==> config.mk <==
export PLATFORM = sky130hd
export DESIGN_NAME = interrupt_controller
export DESIGN_NICKNAME = d
export VERILOG_FILES = /design/src/rtl/int_pkg.sv /design/src/rtl/int_prio_enc.sv /design/src/rtl/interrupt_controller.sv
export SDC_FILE = /design/constraint.sdc
export NUM_CORES = 1
export LEC_CHECK = 0
export CORE_UTILIZATION = 35
export CTS_BUF_LIST = sky130_fd_sc_hd__clkbuf_2 sky130_fd_sc_hd__clkbuf_4 sky130_fd_sc_hd__clkbuf_8
export DETAILED_ROUTE_END_ITERATION = 8
export PLACE_DENSITY = 0.77
export SETUP_SLACK_MARGIN = 0.4
export SYNTH_ARGS = -nofsm -noshare
export SYNTH_HDL_FRONTEND = slang
export SYNTH_SLANG_ARGS = --single-unit
==> constraint.sdc <==
create_clock -name clk -period 2.9 [get_ports clk]
set_input_delay 0.58 -clock clk [delete_from_list [all_inputs] [get_ports clk]]
set_output_delay 0.58 -clock clk [all_outputs]
set_load 0.005 [all_outputs]
==> src/rtl/int_pkg.sv <==
// ---------------------------------------------------------------------------
// int_pkg
// Shared definitions for the interrupt controller:
//   state_e         - controller FSM encoding (IDLE / SERVE / FIN)
//   MCAUSE_INT_BIT  - interrupt flag position in mcause
//   CAUSE_W         - width of the exception-code field driven by this block
//   make_mcause()   - builds a full mcause word from an exception code
// ---------------------------------------------------------------------------
package int_pkg;

  typedef enum logic [1:0] {
    IDLE  = 2'd0,
    SERVE = 2'd1,
    FIN   = 2'd2
  } state_e;

  localparam int MCAUSE_INT_BIT = 31;
  localparam int CAUSE_W        = 5;

  function automatic logic [31:0] make_mcause(input logic [CAUSE_W-1:0] code);
    logic [31:0] v;
    v                 = '0;
    v[MCAUSE_INT_BIT] = 1'b1;
    v[CAUSE_W-1:0]    = code;
    return v;
  endfunction

endpackage

==> src/rtl/int_prio_enc.sv <==
// ---------------------------------------------------------------------------
// int_prio_enc
// Combinational lowest-index-wins priority encoder.
// Ports:
//   i_vec   [N_SRC-1:0]  request vector
//   o_idx   [IDX_W-1:0]  index of the lowest set bit (0 when none set)
//   o_valid              at least one bit of i_vec is set
// ---------------------------------------------------------------------------
module int_prio_enc #(
  parameter int N_SRC = 16,
  parameter int IDX_W = (N_SRC > 1) ? $clog2(N_SRC) : 1
) (
  input  logic [N_SRC-1:0] i_vec,
  output logic [IDX_W-1:0] o_idx,
  output logic             o_valid
);

  // Scanning from the top down lets the lowest set index overwrite any
  // higher one, so the final value is the highest-priority source.
  always_comb begin
    // NOTE: every always_comb output gets a default before any conditional
    // assignment; a path that leaves it unassigned would infer a latch.
    o_idx = '0;
    for (int i = N_SRC - 1; i >= 0; i--) begin
      if (i_vec[i]) o_idx = IDX_W'(i);
    end
  end

  assign o_valid = |i_vec;

endmodule

==> src/rtl/interrupt_controller.sv <==
// ---------------------------------------------------------------------------
// interrupt_controller
// Collects level interrupt requests, masks them with mie, serves one source at
// a time by fixed priority (lowest index first) and hands a one-cycle
// completion pulse back to the served peripheral when the core executes mret.
// Ports:
//   clk        system clock, rising edge
//   reset      asynchronous active-low reset
//   int_req_i  [N_SRC]  level requests from peripherals
//   mie_i      [N_SRC]  per-source enables from the mie CSR
//   int_rst_i           core pulse: current handler finished
//   int_o               registered interrupt request to the core
//   mcause_o   [32]     registered cause for int_o
//   int_fin_o  [N_SRC]  registered one-hot completion pulse to the served source
// ---------------------------------------------------------------------------
module interrupt_controller
  import int_pkg::*;
#(
  parameter int N_SRC      = 16,
  parameter int CAUSE_BASE = 16
) (
  input  logic             clk,
  input  logic             reset,
  input  logic [N_SRC-1:0] int_req_i,
  input  logic [N_SRC-1:0] mie_i,
  input  logic             int_rst_i,
  output logic             int_o,
  output logic [31:0]      mcause_o,
  output logic [N_SRC-1:0] int_fin_o
);

  localparam int IDX_W = (N_SRC > 1) ? $clog2(N_SRC) : 1;

  // Every source must map onto a 5-bit exception code.
  if (N_SRC < 1 || N_SRC > 27) begin : g_bad_nsrc
    $error("interrupt_controller: N_SRC must be in 1..27");
  end
  if (CAUSE_BASE < 0 || CAUSE_BASE + N_SRC - 1 > 31) begin : g_bad_cause
    $error("interrupt_controller: CAUSE_BASE+N_SRC-1 exceeds 31");
  end

  state_e             r_state, w_state_next;
  logic [IDX_W-1:0]   r_idx, w_idx_next;
  logic               r_int, w_int_next;
  logic [31:0]        r_mcause, w_mcause_next;
  logic [N_SRC-1:0]   r_fin, w_fin_next;

  logic [N_SRC-1:0]   w_pend;
  logic [IDX_W-1:0]   w_sel;
  logic               w_valid;
  logic [CAUSE_W-1:0] w_code;

  assign w_pend = int_req_i & mie_i;

  int_prio_enc #(
    .N_SRC (N_SRC),
    .IDX_W (IDX_W)
  ) u_prio_enc (
    .i_vec   (w_pend),
    .o_idx   (w_sel),
    .o_valid (w_valid)
  );

  // 5-bit modular add; the elaboration check above keeps it from wrapping.
  assign w_code = CAUSE_W'(CAUSE_BASE) + CAUSE_W'(w_sel);

  // State register.
  always_ff @(posedge clk or negedge reset) begin
    if (!reset) begin
      r_state <= IDLE;
    end else begin
      // NOTE: sequential state uses non-blocking assignments so every
      // register samples the pre-edge values regardless of statement order.
      r_state <= w_state_next;
    end
  end

  // Next-state logic. In SERVE the request/mask inputs are deliberately not
  // looked at: the core has already committed to this source.
  always_comb begin
    w_state_next = r_state;
    case (r_state)
      IDLE:    if (w_valid)   w_state_next = SERVE;
      SERVE:   if (int_rst_i) w_state_next = FIN;
      FIN:                    w_state_next = IDLE;
      default:                w_state_next = IDLE;
    endcase
  end

  // Output logic: next values of the registered outputs and latched index.
  always_comb begin
    w_idx_next    = r_idx;
    w_int_next    = r_int;
    w_mcause_next = r_mcause;
    w_fin_next    = '0;
    case (r_state)
      IDLE: begin
        w_int_next = w_valid;
        if (w_valid) begin
          w_idx_next    = w_sel;
          w_mcause_next = make_mcause(w_code);
        end
      end
      SERVE: begin
        if (int_rst_i) begin
          w_int_next = 1'b0;
          w_fin_next = N_SRC'(1) << r_idx;
        end
      end
      // FIN holds the pulse for one cycle only; the default clears it so the
      // source gets one edge to drop its level before IDLE samples again.
      FIN:     w_int_next = 1'b0;
      default: w_int_next = 1'b0;
    endcase
  end

  // Output / index registers.
  always_ff @(posedge clk or negedge reset) begin
    if (!reset) begin
      r_idx    <= '0;
      r_int    <= 1'b0;
      r_mcause <= '0;
      r_fin    <= '0;
    end else begin
      r_idx    <= w_idx_next;
      r_int    <= w_int_next;
      r_mcause <= w_mcause_next;
      r_fin    <= w_fin_next;
    end
  end

  assign int_o     = r_int;
  assign mcause_o  = r_mcause;
  assign int_fin_o = r_fin;

endmodule

* Word-level counts from Yosys, hierarchy flattened *
Cells that the tools add are included.

word-level totals
  bits in registers = 29
  input port bits = 35
  output and inout bits = 49
  logic and storage cells = 38

cells by class
  add/sub/neg operators = 1
  eq/ne operators = 3
  shifts and indexed selects = 1
  mux-type cells = 23
  bitwise gates (word level) = 1
  reductions and logical operators = 4

operators with widths
  operator              count
  $mux 4                16
  $mux 16               2
  $and 16x16->16        1
  $reduce_or 16->1      1
  $shl 1x4->16 const A  1
  $add 5x4->5 const A   1
  $mux 2                2
  $ne 2x2->1 const B    2
  $pmux 2 s2            1
  $reduce_and 2->1      2
  $eq 2x1->1 const B    1
  $logic_not 2->1       1
  $pmux 1 s2            1
  $mux 1                1

* Depth between registers and ports, before layout *
  depth in word-level cells = 18
  gate-level depth with buffers = 5
  mapped depth without buffers = 5

* Cells and area by module *
A second synthesis with hierarchy kept.

second synthesis, totals
  cells, all modules = 144
  area total of the unflattened synthesis = 1370.1 um^2

by module, submodules not included
  module                times used  cells each  area each (um^2)  seq. area each (um^2)
  interrupt_controller  1           110         1193.6            600.6
  int_prio_enc          1           34          176.4             0.0

* Worst setup path after synthesis *
Ideal clock, no wire load.

  kind = input to register
  from = in int_req_i[4]
  to = reg r_idx[1]
  setup time = 121 ps
  arrival time = 1594 ps
  required time = 2779 ps
  setup slack = 1185 ps
  stages = 5
  path buffers = 0
  cells stage by stage = a22oi_4 nand4_4 o31ai_4 nor3b_1 a22o_1

on the way
  cells in the longest elaborated chain, start to end = 6
  elaborated cells on any way between the ends = 8
  classes of those cells = 5 x mux; 1 x bitwise; 2 x reduce/logical

ends and longest elaborated chain
  item                    RTL line                     RTL
  start: declaration      interrupt_controller.sv:24   input logic [N_SRC-1:0] int_req_i,
  $and 16x16->16 *        interrupt_controller.sv:53   assign w_pend = int_req_i & mie_i;
  $mux 4 (5 in series)    int_prio_enc.sv:25           if (i_vec[i]) o_idx = IDX_W'(i);
  end signal: assignment  interrupt_controller.sv:125  r_idx <= w_idx_next;
  end: declaration        interrupt_controller.sv:43   logic [IDX_W-1:0] r_idx, w_idx_next;

Mark *: on every way between the ends. The rest lies on a longest branch, timed or not.
A chain may end at the register's enable or synchronous reset.

* Final worst setup path *
Ends and elaborated chain as after synthesis.

==> impl_results.md <==
- RSZ-0062 raised after global routing: false
- Share of layout cells above drive strength 1: 0.0585
- Largest cells by area after synthesis: dfrtp_1, buf_4, a22oi_4
- Post-placement cell count: 231
- CTS root buffer: clkbuf_8
- Core area: 3470 µm²
- Most frequent cell after synthesis: buf_4
- Row count: 21
- Vias in the first global route: 991
- CTS sink count: 24
- P_leak: 0.855 nW
- Post_cts resized: 0
- Clock skew: 1.95 ps
- Worst Setup SP: int_req_i[4]
- First-pass GRT wire length: 4110 µm
- Yosys warns: 0
- Setup Fix Bufs, Post-CTS: 0
- CP arrival: 2180 ps
- Worst hold path class: reg -> reg
- Setup TNS: 0 ps
- Worst slack, placed: 594 ps
- Worst hold path startpoint: mcause_o[4]$_DFFE_PN0P_
- Final Hold Fails: 0
- Share of flip-flops with an asynchronous set or reset: 1.00
- Max_cap viols: 0
- All-Layer GR Usage: 0.127
- PwrDens: 528 nW/µm²
- Pin count of the biggest net entering global routing: 25
- Detail Route Antenna Nets: 0
- HPWL Detailed: 2090 µm
- Setup WS post-layout: 865 ps
- Avg WL per Cell: 10.4 µm
- Ant diodes: 0
- Worst R2R Start: r_state[0]$_DFFE_PN0P_
- P&R area growth vs syn: 42.7%
- Drt initial violations: 31
- Status: finished clean
- WL final: 2430 µm
- Maximum fanout along the worst path: 10
- Hold Path Stages: 1
- Nets@finish: 225
- Filler cell count: 330
- Final Cycle Share: 0.702
- Top_reg_cell synth: dfrtp_1
- Multi-input gate area: 594 µm²
- Port Buffers: 57
- CTS Hold Bufs: 0
- H-tree depth: 1
- Drc violations: 0
- Reg2reg path depth: 3
- Clock transition at path regs: 70 ps
- Final setup vio count: 0
- Flip-flop and latch count after synthesis: 24
- Unique masters post-synth: 30
- Reg area: 601 µm²
- VDD IR max: 0.000200 V
- Avg Cell Area, Syn: 10.2 µm²
- Pwr Total: 0.997 mW
- Vias/cell: 4.54
- DIE AREA: 4030 µm²
- Count of non-filler cells in the finished layout: 234
- Worst Setup Start Kind: input pin
- Die Y: 63.5 µm
- Die Width: 63.5 µm
- Final min period: 2030 ps
- Sequential area share after synthesis: 0.454
- Mapped Cells: 130
- Commonest cells in the netlist: buf_4, dfrtp_1, nor2_1
- IO Pins: 84
- Cell taking the most area after synthesis: dfrtp_1
- EDFF count, synth: 0
- Worst setup path class: in -> reg
- Final Max Slew Viols: 0
- CTS buffer count: 3
- TritonCTS clock tree: yes
- Starting density of the core: 0.381
- Initial antenna violation count: 0
- Clk Latency, worst-skew pair: 250 ps
- Max frequency: 0.491 GHz
- Via count: 1,063
- Grt total ovfl: 0
- Max clock buf depth: 2
- CP Capture Type: register
- Final RePlAce weighted congestion: 0.796
- Worst path required time: 3040 ps
- Share of Yosys cell area claimed by the top area cell type: 0.454
- First-pass detailed-route iteration total: 5
- Post-Syn Area: 1320 µm²
## state kept, by name, summed over array words and instances, names as in the netlist
signal     count
int_fin_o     16
r_idx          3
mcause_o       2
r_state        2
int_o          1
## layout make-up
cell class	count	share of cell area
repair buffers	58	0.306
flip-flops and latches	24	0.318
clock buffers	3	0.0219
multi-input cells	99	0.315
well taps	46	0.0305
inverters	4	0.00796
## stage by stage
stage,hold slack [ps],util,cell area [µm²]
finish,511,0.544,1890
global route,566,0.544,1890
detailed placement,504,0.532,1850
floorplan,284,-,1420
CTS,522,0.544,1890
global placement,520,0.532,1850
## layer usage
layer | part of all wire | GRT usage | vias up
met2 | 0.51 | 0.233 | 68
met1 | 0.39 | 0.145 | 476
met5 | 0 | 0 | -
met3 | 0.086 | 0.0272 | 4
li1 | - | - | 515
met4 | 0.0078 | 0.0398 | 0
## worst max-delay path, stage by stage
cell and delay [ps]:
clkdlybuf4s50_1 460, a22oi_4 260, nand4_4 140, o31ai_4 440
nor3b_1 100, a22o_1 200
## report_power, final
group          internal, mW  total (mW)  switching, mW  leakage, nW
logic                 0.195       0.365          0.169        0.515
clock network        0.0923       0.177         0.0846       0.0216
registers             0.393       0.456         0.0629        0.319
## path summary, 6_finish.rpt
kind                                                 to  slack (ps)
worst max-delay path               r_idx[1]$_DFFE_PN0P_         870
max in group asynchronous       mcause_o[4]$_DFFE_PN0P_        2000
worst max register to register     r_idx[0]$_DFFE_PN0P_        1600
worst min register to register  mcause_o[4]$_DFFE_PN0P_         510
min in group asynchronous        int_fin_o[9]$_DFF_PN0_         680
worst min-delay path            mcause_o[4]$_DFFE_PN0P_         510
## placed cells by master (no fill, tap or decap), types with 2 or more instances in the layout
cell / count
a22o_1: 2
a22oi_1: 3
a22oi_4: 4
and2_1: 3
clkbuf_8: 3
clkdlybuf4s50_1: 57
conb_1: 26
dfrtp_1: 24
inv_1: 4
nand2_1: 13
nand2b_1: 6
nand3_1: 6
nor2_1: 14
nor3_1: 4
o21ai_0: 3
## cells by family (layout without fill, tap and decap cells)
family / after synthesis / count (layout) / synth area share
buffers and inverters: 32 / 65 / 0.167
AO/OA/AOI/OAI: 25 / 25 / 0.197
AND/OR/NAND/NOR: 48 / 48 / 0.179
other: 1 / 26 / 0.00284
flip-flops: 24 / 24 / 0.454
Note: power is estimated with default switching activity, not from simulation.
